===== src/rtl/alu_sequencer_if.sv =====
// Control bundle between instruction decode / ALU datapath and the ALU sequencer.
// Latency: none (wires only).
// Backpressure: start is ignored while the sequencer is busy; psr_update_request stalls PSR_WAIT.
interface alu_sequencer_if;
    logic       start;
    logic [3:0] op;
    logic       acc_mode;
    logic       d_decimal;
    logic       psr_update_request;
    logic       busy;
    logic       done;
    logic       err;
    logic [3:0] operation_select;
    logic       compute_step;
    logic       acc_to_alu_xfer;
    logic       instruction_decode_in;
    logic       swap_a_b;
    logic       ack_update_request;
    logic       wb_acc;
    logic       wb_mem;

    // Decode side drives requests and observes the strobes.
    modport master (
        output start, op, acc_mode, d_decimal, psr_update_request,
        input  busy, done, err, operation_select, compute_step, acc_to_alu_xfer,
               instruction_decode_in, swap_a_b, ack_update_request, wb_acc, wb_mem
    );

    // Sequencer side.
    modport slave (
        input  start, op, acc_mode, d_decimal, psr_update_request,
        output busy, done, err, operation_select, compute_step, acc_to_alu_xfer,
               instruction_decode_in, swap_a_b, ack_update_request, wb_acc, wb_mem
    );
endinterface


===== src/rtl/alu_sequencer.sv =====
// Sequences one ALU operation: load, optional swap, BCD convert, compute, PSR handshake, write-back.
// Latency accept->done: binary 4, decimal ADC/SBC 6, accumulator shift 6, +N PSR_WAIT stall cycles.
// Backpressure: start ignored unless IDLE; PSR_WAIT stalls on psr_update_request up to PSR_TIMEOUT.
module alu_sequencer #(
    parameter int PSR_TIMEOUT = 15,
    parameter int TMO_W       = 4
) (
    input  logic             fclk,
    input  logic             resb,
    alu_sequencer_if.slave   bus
);
    typedef enum logic [3:0] {
        S_IDLE, S_LOAD, S_SWAP_IN, S_TO_BIN, S_COMPUTE,
        S_TO_DEC, S_SWAP_OUT, S_PSR_WAIT, S_DONE
    } state_t;

    localparam logic [TMO_W-1:0] TMO_LAST = TMO_W'(PSR_TIMEOUT - 1);
    localparam logic [3:0] OP_TO_BIN = 4'hD;
    localparam logic [3:0] OP_TO_DEC = 4'hE;

    state_t           r_state;
    state_t           w_state_nxt;
    logic [3:0]       r_op;
    logic             r_acc_mode;
    logic             r_dec;
    logic             r_err;
    logic             r_req_seen;
    logic [TMO_W-1:0] r_cnt;
    logic [3:0]       r_opsel;

    logic w_accept;
    logic w_shift;
    logic w_dec_op;
    logic w_acc_shift;

    assign w_accept    = (r_state == S_IDLE) && bus.start;
    assign w_shift     = (r_op >= 4'h5) && (r_op <= 4'h8);
    assign w_dec_op    = r_dec && ((r_op == 4'h3) || (r_op == 4'h4));
    assign w_acc_shift = w_shift && r_acc_mode;

    // State register
    always_ff @(posedge fclk or negedge resb) begin
        if (!resb) r_state <= S_IDLE;
        else       r_state <= w_state_nxt;
    end

    // Next-state decode
    always_comb begin
        w_state_nxt = r_state;
        case (r_state)
            S_IDLE:     if (bus.start) w_state_nxt = (bus.op >= 4'hD) ? S_DONE : S_LOAD;
            S_LOAD:     w_state_nxt = w_acc_shift ? S_SWAP_IN : (w_dec_op ? S_TO_BIN : S_COMPUTE);
            S_SWAP_IN:  w_state_nxt = S_COMPUTE;
            S_TO_BIN:   w_state_nxt = S_COMPUTE;
            S_COMPUTE:  w_state_nxt = w_dec_op ? S_TO_DEC : (w_acc_shift ? S_SWAP_OUT : S_PSR_WAIT);
            S_TO_DEC:   w_state_nxt = S_PSR_WAIT;
            S_SWAP_OUT: w_state_nxt = S_PSR_WAIT;
            S_PSR_WAIT: if (bus.psr_update_request || (r_cnt == TMO_LAST)) w_state_nxt = S_DONE;
            S_DONE:     w_state_nxt = S_IDLE;
            default:    w_state_nxt = S_IDLE;
        endcase
    end

    // Capture operation attributes on accept
    always_ff @(posedge fclk or negedge resb) begin
        if (!resb) begin
            r_op       <= 4'h0;
            r_acc_mode <= 1'b0;
            r_dec      <= 1'b0;
        end else if (w_accept) begin
            r_op       <= bus.op;
            r_acc_mode <= bus.acc_mode;
            r_dec      <= bus.d_decimal;
        end
    end

    // Error / PSR handshake tracking and timeout counter
    always_ff @(posedge fclk or negedge resb) begin
        if (!resb) begin
            r_err      <= 1'b0;
            r_req_seen <= 1'b0;
            r_cnt      <= '0;
        end else begin
            if (w_accept) begin
                r_err      <= (bus.op >= 4'hD);
                r_req_seen <= 1'b0;
            end
            if (r_state == S_PSR_WAIT) begin
                if (bus.psr_update_request) r_req_seen <= 1'b1;
                else if (r_cnt == TMO_LAST) r_err      <= 1'b1;
                else                        r_cnt      <= r_cnt + 1'b1;
            end else begin
                r_cnt <= '0;
            end
        end
    end

    // operation_select is registered and holds between compute strobes
    always_ff @(posedge fclk or negedge resb) begin
        if (!resb) begin
            r_opsel <= 4'h0;
        end else begin
            case (w_state_nxt)
                S_TO_BIN:  r_opsel <= OP_TO_BIN;
                S_COMPUTE: r_opsel <= r_op;
                S_TO_DEC:  r_opsel <= OP_TO_DEC;
                default:   r_opsel <= r_opsel;
            endcase
        end
    end

    // Moore output decode
    always_comb begin
        bus.busy                  = (r_state != S_IDLE);
        bus.done                  = (r_state == S_DONE);
        bus.err                   = (r_state == S_DONE) && r_err;
        bus.operation_select      = r_opsel;
        bus.compute_step          = (r_state == S_COMPUTE) || (r_state == S_TO_BIN) || (r_state == S_TO_DEC);
        bus.acc_to_alu_xfer       = (r_state == S_LOAD);
        bus.instruction_decode_in = (r_state == S_LOAD);
        bus.swap_a_b              = (r_state == S_SWAP_IN) || (r_state == S_SWAP_OUT);
        bus.ack_update_request    = (r_state == S_DONE) && r_req_seen;
        bus.wb_acc                = (r_state == S_DONE) && !r_err && ((r_op <= 4'h4) || w_acc_shift);
        bus.wb_mem                = (r_state == S_DONE) && !r_err &&
                                    ((w_shift && !r_acc_mode) || (r_op == 4'hB) || (r_op == 4'hC));
    end
endmodule


===== src/flat_wrapper.sv =====
// flat-port wrapper written by rule: the top's interface ports become plain ports
module alu_sequencer_flat 
#(
    parameter int PSR_TIMEOUT = 15,
    parameter int TMO_W       = 4
)
  (fclk, resb, bus_start, bus_op, bus_acc_mode, bus_d_decimal, bus_psr_update_request, bus_busy, bus_done, bus_err, bus_operation_select, bus_compute_step, bus_acc_to_alu_xfer, bus_instruction_decode_in, bus_swap_a_b, bus_ack_update_request, bus_wb_acc, bus_wb_mem);
  alu_sequencer_if bus_i ();
  input  logic fclk;
  input  logic resb;
  input wire logic [$bits(bus_i.start)-1:0] bus_start;
  input wire logic [$bits(bus_i.op)-1:0] bus_op;
  input wire logic [$bits(bus_i.acc_mode)-1:0] bus_acc_mode;
  input wire logic [$bits(bus_i.d_decimal)-1:0] bus_d_decimal;
  input wire logic [$bits(bus_i.psr_update_request)-1:0] bus_psr_update_request;
  output wire logic [$bits(bus_i.busy)-1:0] bus_busy;
  output wire logic [$bits(bus_i.done)-1:0] bus_done;
  output wire logic [$bits(bus_i.err)-1:0] bus_err;
  output wire logic [$bits(bus_i.operation_select)-1:0] bus_operation_select;
  output wire logic [$bits(bus_i.compute_step)-1:0] bus_compute_step;
  output wire logic [$bits(bus_i.acc_to_alu_xfer)-1:0] bus_acc_to_alu_xfer;
  output wire logic [$bits(bus_i.instruction_decode_in)-1:0] bus_instruction_decode_in;
  output wire logic [$bits(bus_i.swap_a_b)-1:0] bus_swap_a_b;
  output wire logic [$bits(bus_i.ack_update_request)-1:0] bus_ack_update_request;
  output wire logic [$bits(bus_i.wb_acc)-1:0] bus_wb_acc;
  output wire logic [$bits(bus_i.wb_mem)-1:0] bus_wb_mem;
  assign bus_i.start = bus_start;
  assign bus_i.op = bus_op;
  assign bus_i.acc_mode = bus_acc_mode;
  assign bus_i.d_decimal = bus_d_decimal;
  assign bus_i.psr_update_request = bus_psr_update_request;
  assign bus_busy = bus_i.busy;
  assign bus_done = bus_i.done;
  assign bus_err = bus_i.err;
  assign bus_operation_select = bus_i.operation_select;
  assign bus_compute_step = bus_i.compute_step;
  assign bus_acc_to_alu_xfer = bus_i.acc_to_alu_xfer;
  assign bus_instruction_decode_in = bus_i.instruction_decode_in;
  assign bus_swap_a_b = bus_i.swap_a_b;
  assign bus_ack_update_request = bus_i.ack_update_request;
  assign bus_wb_acc = bus_i.wb_acc;
  assign bus_wb_mem = bus_i.wb_mem;
  alu_sequencer #(.PSR_TIMEOUT(PSR_TIMEOUT), .TMO_W(TMO_W)) u_core (.fclk(fclk), .resb(resb), .bus(bus_i));
endmodule

===== config.mk =====
export PLATFORM = sky130hd
export DESIGN_NAME = alu_sequencer_flat
export DESIGN_NICKNAME = d
export VERILOG_FILES = /design/src/rtl/alu_sequencer_if.sv /design/src/rtl/alu_sequencer.sv /design/src/flat_wrapper.sv
export SDC_FILE = /design/constraint.sdc
export NUM_CORES = 1
export LEC_CHECK = 0
export ABC_AREA = 1
export BUFFER_PORTS_ARGS = -buffer_cell sky130_fd_sc_hd__buf_2
export CAP_MARGIN = 10
export CORE_MARGIN = 8
export CORE_UTILIZATION = 48
export CTS_BUF_LIST = sky130_fd_sc_hd__clkbuf_16
export DETAILED_ROUTE_END_ITERATION = 8
export PLACE_DENSITY_LB_ADDON = 0.25
export SYNTH_ARGS = -nofsm -noshare
export SYNTH_HDL_FRONTEND = slang
export SYNTH_SLANG_ARGS = --single-unit

===== constraint.sdc =====
create_clock -name fclk -period 1.5 [get_ports fclk]
set_clock_uncertainty 0.1 [all_clocks]
set_input_delay 0.075 -clock fclk [delete_from_list [all_inputs] [get_ports fclk]]
set_output_delay 0.075 -clock fclk [all_outputs]
set_load 0.01 [all_outputs]

==> Word-level counts from Yosys, hierarchy flattened <==
Index checks and enable logic that the tools add are counted.
{ "totals": {"reg_bits": 20, "word_cells": 76} }
{ "classes": {"n_lt_le_gt_ge": 4, "n_eq_ne": 18, "n_addsub": 1, "reduce_logical": 26, "muxes": 19} }
{ "op_table": {"columns": ["cell", "count"], "rows": [
  ["$mux 4", 8],
  ["$eq 4x3->1 const B", 7],
  ["$pmux 4 s6", 1],
  ["$eq 4x2->1 const B", 4],
  ["$eq 4x4->1 const B", 4],
  ["$pmux 4 s3", 1],
  ["$logic_and 1x1->1", 10],
  ["$logic_or 1x1->1", 8],
  ["$mux 1", 8],
  ["$add 4x1->4 const B", 1],
  ["$eq 4x1->1 const B", 1],
  ["$ge 4x3->1 const B", 1],
  ["$ge 4x4->1 const B", 1],
  ["$le 4x3->1 const B", 1],
  ["$le 4x4->1 const B", 1],
  ["$logic_not 4->1", 1],
  ["$ne 2x2->1 const B", 2],
  ["$reduce_bool 4->1", 1],
  ["$reduce_or 2->1", 2],
  ["$mux 3", 1],
  ["$reduce_bool 3->1", 1],
  ["$logic_not 1->1", 2],
  ["$reduce_and 2->1", 1]
]} }

==> Logic depth before layout (Yosys ltp) <==
Gate-level depths: netlist (run 1).
{ "depth": {"ltp_word": 8, "depth_mapped": 12, "mapped_depth_nobuf": 12} }

==> Worst setup path before layout (run 1) <==
No wires, ideal clock.
{ "synth_timing": {"kind": "reg2reg", "from": "register u_core.r_cnt[0]", "to": "register u_core.r_opsel[0], in the netlist u_core.bus.operation_select[0]", "synth_period_minus_slack_ns": 1.636, "n_path_buf": 0, "slack_ns": -0.136, "t_arrival_ns": 1.470, "t_required_ns": 1.335, "setup_ns": 0.065, "path_stages_with_launch": 13, "path_cell_list": "dfrtp_1 -> inv_1 -> ha_1 -> nand3_1 -> nand3_2 -> nand2_2 -> inv_2 -> nand2_2 -> nor2_4 -> nand3_2 -> nand3_2 -> nand2_1 -> nand2_1"} }
{ "synth_via": {"elab_chain_cells": 6, "elab_cells_between_ends": 9, "cone_classes": "4 x eq/ne; 3 x mux; 2 x reduce/logical"} }
{ "synth_rtl": {"columns": ["element", "line_no", "text"], "rows": [
  ["start: declaration", "alu_sequencer.sv:28", "logic [TMO_W-1:0] r_cnt;"],
  ["start signal: assignment", "alu_sequencer.sv:91", "else r_cnt <= r_cnt + 1'b1;"],
  ["$eq 4x4->1 (*)", "alu_sequencer.sv:58", "S_PSR_WAIT: if (bus.psr_update_request || (r_cnt == TMO_LAST)) w_state_nxt = S_DONE;"],
  ["$logic_or 1x1->1 (*)", "alu_sequencer.sv:58", null],
  ["$mux 4 (*)", "alu_sequencer.sv:58", null],
  ["$pmux 4 s6 (*)", "alu_sequencer.sv:50", "case (r_state)"],
  ["$eq 4x3->1 / $eq 4x2->1 (equally long branches)", "alu_sequencer.sv:103", "case (w_state_nxt)"],
  ["$pmux 4 s3 / $reduce_bool 3->1 (equally long branches)", null, null],
  ["end signal: assignment", "alu_sequencer.sv:105", "S_COMPUTE: r_opsel <= r_op;"],
  ["end signal: assignment", "alu_sequencer.sv:107", "default: r_opsel <= r_opsel;"],
  ["end: declaration", "alu_sequencer.sv:29", "logic [3:0] r_opsel;"]
]} }
Mark *: on every way between the ends. The rest lies on a longest branch, timed or not.
A chain may end at the register's enable or synchronous reset.

==> Final worst setup path (run 1) <==
{ "layout_timing": {"from": "register u_core.r_op[1]", "to": "register u_core.r_opsel[3], in the netlist u_core.bus.operation_select[3]"} }
{ "layout_via": {"elab_chain_cells": 8, "elab_cells_between_ends": 18, "cone_classes": "2 x order compare; 5 x eq/ne; 6 x mux; 5 x reduce/logical"} }
{ "layout_rtl": {"columns": ["element", "line_no", "text"], "rows": [
  ["start: declaration", "alu_sequencer.sv:23", "logic [3:0] r_op;"],
  ["start signal: assignment", "alu_sequencer.sv:71", "r_op <= bus.op;"],
  ["$ge 4x3->1, or another cell as far along", "alu_sequencer.sv:37", "assign w_shift = (r_op >= 4'h5) && (r_op <= 4'h8);"],
  ["$logic_and 1x1->1 / $logic_or 1x1->1 (equally long branches)", "alu_sequencer.sv:37, alu_sequencer.sv:38", null],
  ["$logic_and 1x1->1 (on tied branches)", "alu_sequencer.sv:39, alu_sequencer.sv:38", null],
  ["$mux 1 / $mux 3 (equally long branches)", "alu_sequencer.sv:55, alu_sequencer.sv:52", null],
  ["$mux 4 (on tied branches)", "alu_sequencer.sv:55, alu_sequencer.sv:52", null],
  ["$pmux 4 s6 (*)", "alu_sequencer.sv:50", null],
  ["$eq 4x3->1 / $eq 4x2->1 (equally long branches)", "alu_sequencer.sv:103", null],
  ["$pmux 4 s3 / $reduce_bool 3->1 (equally long branches)", null, null]
]} }
Marked as above.

==> results of run 1 <==
## cells by family after synthesis
logic type	Yosys count
and+or+nand+nor	81
buffers and inverters	25
AOI/OAI and AO/OA	22
DFF	20
adders and majority gates	2
xor gates and xnor gates	1
## cells in the mapped netlist, types with 5 or more instances
cell,n
dfrtp_1,20
inv_1,21
nand2_1,38
nand2_2,5
nand3_1,6
nand3_2,6
nand4_1,6
nor2_1,9
o21ai_0,11
## state kept, by name (all words and copies together) (netlist names)
name / count
u_core.bus.operation_select: 4
u_core.r_acc_mode: 1
u_core.r_cnt: 4
u_core.r_dec: 1
u_core.r_err: 1
u_core.r_op: 4
u_core.r_req_seen: 1
u_core.r_state: 4
## path summary, 6_finish.rpt
check	start	endpoint	cells past startpoint
min reg2reg	u_core.bus.operation_select[1]	u_core.bus.operation_select[1]	2
min in group asynchronous	resb	u_core.r_req_seen	2
max	u_core.r_op[1]	u_core.bus.operation_select[3]	11
max in group asynchronous	resb	u_core.r_state[2]	2
max reg2reg	u_core.r_op[1]	u_core.bus.operation_select[3]	11
min	bus_psr_update_request	u_core.r_req_seen	3
## metrics by stage
step                setup TNS [ns]  std cells
floorplan                  -0.3693        151
global placement           -0.7623        233
detailed placement          -1.359        233
CTS                         -2.245        249
global route                -5.205        261
finish                      -4.074        261
## timing repair
action / 4_1_cts / 5_1_grt
setup buffers: 5 / 14
gates resized for setup: 7 / 47
pin swaps: 0 / 19
endpoints found under the hold margin: 27 / 0
endpoints found under the setup margin: 14 / 21
hold buffers: 8 / 0
## report_power, final
| group | total [mW] | switching [mW] | internal (mW) |
|---|---|---|---|
| clock network | 0.539 | 0.188 | 0.351 |
| logic | 3.29 | 1.79 | 1.50 |
| registers | 1.03 | 0.240 | 0.787 |
| total | 4.86 | 2.22 | 2.64 |
## cell type report
class	instances	area, um2
Multi-Input combinational cell	106	720.7
Timing Repair Buffer	79	596.8
Sequential cell	20	504.2
Fill cell	116	384.1
Inverter	23	91.34
Clock buffer	3	75.07
Tap cell	30	37.54
## tightest hold or removal path, cell delays in order
cell and delay (ns):
buf_2 0.12, inv_1 0.10, o22ai_1 0.10
## cell usage in the layout (no fill, tap or decap), drive strengths merged, types with 2 or more instances in the layout
master       synthesis  routed
o21ai               11      11
clkbuf               1       3
dfrtp               20      20
inv                 23      23
nand4                6       6
dlygate4sd3          0       8
nor2                14      14
nand2               43      43
nand3b               2       2
nand3               12      12
buf                  1      71
o211ai               3       3
a21oi                3       3
nor3                 3       3
ha                   2       2
o22ai                2       2
## metal layers
metal / share of wire, % / global-route usage [%]
met2: 49 / 31.61
met4: 6.0 / 8.447
met3: 7.7 / 4.082
met5: 0 / 0
met1: 37 / 21.98
==> results.ini, run 1 <==
[run_status]
status=finished with violations
violations=setup timing

[yosys]
syn_nets=163
post_synth_fa_ha_maj_area_fraction_pct=2.128
synth-seq-cells=20
yosysTopAreaCell=dfrtp_1
synth_top_area_share_pct=42.55
ys_types=25
synthSimpleGateAreaFrac_pct=35.53
synth_top_family_by_area=simple AND/OR/NAND/NOR gates
syn_area_um2=1176
yosysWarnings=0
synth_xor_area_share_pct=0.7447
ys.flop_type=dfrtp_1
synth_compound_area_share_pct=10.74
synthMuxAreaShare_pct=0
syn_avg_cell_area_um2=7.789
ys_seq_area_share_pct=42.55
postSynth.asyncResetShare_pct=100.0
synth_edf_count=0
synthCells=151
synth_area_leaders=dfrtp_1 (43%), nand2_1 (12%), inv_1 (6.7%), nand3_2 (5.1%), o21ai_0 (4.7%)

[placement]
place_ws_ns=-0.2805
dpl.hpwl_um=2486
numPortBuffers=23
gp_congestion=0.8945
placed_cell_area_um2=1562

[timing]
drv_slew=0
finalCriticalPeriod_ns=1.892
rsz0062_at_grt=yes
period_share_pct=126.1
slew_headroom_pct=68.28
max_freq_mhz=528.5
tightest_slew_ns=0.4758
setup_slack_ns=-0.3922
hold_viol_final=0
setup_viol_count_final=17
finalHoldWorstSlack_ns=0.08754

[route]
wl_per_cell_um=17.33
routed_wl_um=4524
antenna_left=0
drt_iter0_markers=128
vias=1459
drc=0
viasPerCell=5.590
first_pass_iters=5

[worst_setup_path]
cp-end-kind=flip-flop
cp_cell_sequence=nand2_1 > inv_1 > nand2_1 > nand2_2 > nand2_2 > nand2_2 > nand2_4 > nor2_4 > nand3_4 > nand4_1 > nand2_1
cpLargestDelayFamily=simple AND/OR/NAND/NOR gates
critPathKind=flip-flop to flip-flop
startpoint_type=flip-flop
path_buf_inv=1
cp_data_arrival_time_ns=1.93
cpPeakStageDelay_ns=0.44
crit_fanout=7
worstPathRequired_ns=1.53
r2r_slack_ns=-0.39
slowest_stage=dfrtp_2

[pwr]
p_leak_nw=1.019
power_mw=4.858
power_density_nw_per_um2=2398
ir_drop_uv=1738

[finish]
fin_nets=245
drive_gt1_share_pct=53.68
area_growth_pct=72.23
final_core_util_pct=84.06
num_antenna_cells=0
design_area_um2=2026

[clock_tree]
htreeDepth=1
clkLatencyLatePin_ns=0.25
cts_tree=done
clock_sinks=20
cts_made_buffers=3
root_buffer=clkbuf_16
ctsLongestPathBuffers=2
clkTransAtPathRegs_ns=0.05

[hold_path]
hp-class=primary input to flip-flop

[floorplanning]
coreArea_um2=2410
die_w_um=65.50
die_h_um=65.50
io_pins=24
dieArea_um2=4290
num_rows=18
start_util_pct=48.81

[global_routing]
grt_pass1_wl_um=6368
grt_max_degree=21
grt_util_all_layers_pct=18.65
grt_pass1_vias=1388
antenna_found_initial=0
grt-ovfl-total=0

[run]
drv_cap=0

No activity file was read; power rests on OpenSTA's default activity.
==> inputs of run 2 (changes only) <==
--- a/config.mk
+++ b/config.mk
@@ -5,7 +5,6 @@
 export SDC_FILE = /design/constraint.sdc
 export NUM_CORES = 1
 export LEC_CHECK = 0
-export ABC_AREA = 1
 export BUFFER_PORTS_ARGS = -buffer_cell sky130_fd_sc_hd__buf_2
 export CAP_MARGIN = 10
 export CORE_MARGIN = 8
==> results.ini, run 2 <==
[route]
viasPerCell=6.304
drt_iter0_markers=101
drc=0
wl_per_cell_um=22.09
vias=1349
routed_wl_um=4727
first_pass_iters=4
antenna_left=0

[floorplanning]
die_w_um=64.76
die_h_um=64.76
coreArea_um2=2233
start_util_pct=51.09
io_pins=24
dieArea_um2=4193
num_rows=17

[finish]
area_growth_pct=71.93
drive_gt1_share_pct=56.45
fin_nets=200
final_core_util_pct=87.84
final_cell_mix=buf_4 (31), dfrtp_1 (17), buf_2 (16), buf_6 (16), nor2_1 (10)
mostFrequentLayoutCell=buf_4
num_antenna_cells=0
final_cells=214

[worst_setup_path]
r2r_slack_ns=-0.62
r2r_cells=5
worst_r2r_endpoint=u_core.bus.operation_select[1]
crit_path_end=u_core.bus.operation_select[1]
critPathKind=flip-flop to flip-flop
startpoint_type=flip-flop
r2r-start=u_core.r_op[0]
cpPeakStageDelay_ns=0.54
cp_data_arrival_time_ns=2.16
cp_cell_sequence=or4b_4 > o21ai_4 > a21boi_2 > or4_1 > mux2_2
crit_fanout=4
cp-startpoint=u_core.r_op[0]
cp-end-kind=flip-flop
worstPathRequired_ns=1.54
slowest_stage=or4b_4

[run]
drv_cap=0

[global_routing]
grt_pass1_wl_um=6272
grt_util_all_layers_pct=18.90
grt_pass1_vias=1322
grt-ovfl-total=0
antenna_found_initial=0
grt_max_degree=21

[pwr]
ir_drop_uv=1755
power_density_nw_per_um2=2058
p_leak_nw=0.9122

[yosys]
postSynth.asyncResetShare_pct=100.0
synth_edf_count=0
synthCells=115
synth-seq-cells=20
syn_nets=127
yosysTopAreaCell=dfrtp_1
yosysMostFrequentCell=dfrtp_1
synth_area_leaders=dfrtp_1 (44%), mux2_2 (7.9%), nor2_1 (3.9%), a21oi_1 (2.6%), nand2_1 (2.3%)
syn_avg_cell_area_um2=9.923
yosys-top-cells-count=dfrtp_1 (20), nor2_1 (12), mux2_2 (8)
syn_area_um2=1141
ys_seq_area_share_pct=43.86
synth_top_area_share_pct=43.86
yosysWarnings=0
ys_types=45
ys.flop_type=dfrtp_1

[timing]
setup_slack_ns=-0.6234
rsz0062_at_grt=yes
drv_slew=0
slew_headroom_pct=68.48
finalCriticalPeriod_ns=2.123
tightest_slew_ns=0.4696
hold_viol_final=0
setup_viol_count_final=25
max_freq_mhz=470.9
finalHoldWorstSlack_ns=0.06587
period_share_pct=141.6

[clock_tree]
clkTransAtPathRegs_ns=0.05
htreeDepth=1
ctsLongestPathBuffers=2
clock_sinks=20
root_buffer=clkbuf_16
cts_tree=done
clkLatencyLatePin_ns=0.25
cts_made_buffers=3

[placement]
gp_congestion=0.8057
dp_cells=199
numPortBuffers=23
dpl.hpwl_um=2516

[run_status]
status=finished with violations
violations=setup timing

[hold_path]
hp-class=primary input to flip-flop

run 2: cells by family after synthesis:
kind of cell | Yosys count | share of synthesized area (%)
compound gates | 27 | 17.33
xor+xnor | 2 | 1.535
fa+ha+maj | 2 | 2.193
buf+inv | 6 | 2.303
flops | 20 | 43.86
mux | 10 | 9.650
simple gates | 48 | 23.14
run 2: worst max-delay path, delay by kind of cell, from the launching register on:
kind	cells	cell delay, ns
AND/OR/NAND/NOR	2	1.01
flip-flops	1	0.40
AO/OA/AOI/OAI	2	0.22
multiplexers	1	0.27
run 2: where the power goes:
| part | switching, mW | internal, mW | total (mW) | leakage, nW |
|---|---|---|---|---|
| Sequential | 0.230 | 0.761 | 0.991 | 0.243 |
| Clock | 0.201 | 0.352 | 0.553 | 0.0370 |
| Combinational | 1.21 | 1.29 | 2.49 | 0.633 |
run 2: layout make-up:
class | count | area, um2
clock buffer | 3 | 75.07
multi-input combinational | 89 | 763.2
sequential | 20 | 504.2
inverter | 5 | 21.27
timing repair buffer | 69 | 563.0
fill | 102 | 271.5
tap | 28 | 35.03
run 2: stage by stage:
step	total power [mW]	cell area [um2]	setup WS, ns	TNS [ns]
finish	4.037	1962	-0.6234	-5.788
global placement	2.693	1578	-0.5233	-3.092
global route	4.192	1962	-0.6854	-6.765
CTS	3.491	1795	-0.5827	-5.138
detailed placement	2.794	1578	-0.6084	-4.288
floorplan	1.915	1167	-0.5806	-2.323
run 2: per-layer routing:
layer | part of all wire [%] | track usage [%]
met4 | 4.4 | 9.264
met3 | 9.1 | 4.639
met5 | 0 | 0
met1 | 38 | 22.67
met2 | 49 | 30.93
run 2: worst min-delay path by stage:
stage / start / end / slack [ns] / cells after the start
2_1_floorplan: resb / u_core.bus.operation_select[0] / -0.32 / 0
3_3_place_gp: resb / u_core.r_dec / -0.06 / 1
3_5_place_dp: resb / u_core.r_dec / -0.06 / 1
6_report: bus_op[1] / u_core.r_op[1] / 0.07 / 3
5_1_grt: bus_op[1] / u_core.r_op[1] / 0.07 / 3
4_1_cts: bus_op[1] / u_core.r_op[1] / 0.06 / 3
run 2: timing repair:
| item | 4_1_cts | 5_1_grt |
|---|---|---|
| hold endpoints to repair | 24 | 0 |
| hold buffers | 5 | 0 |
| buffers inserted | 3 | 4 |
| pin swaps | 0 | 8 |
| gates resized for setup | 14 | 35 |
| gates cloned | 0 | 0 |
| endpoints found under the setup margin | 26 | 27 |
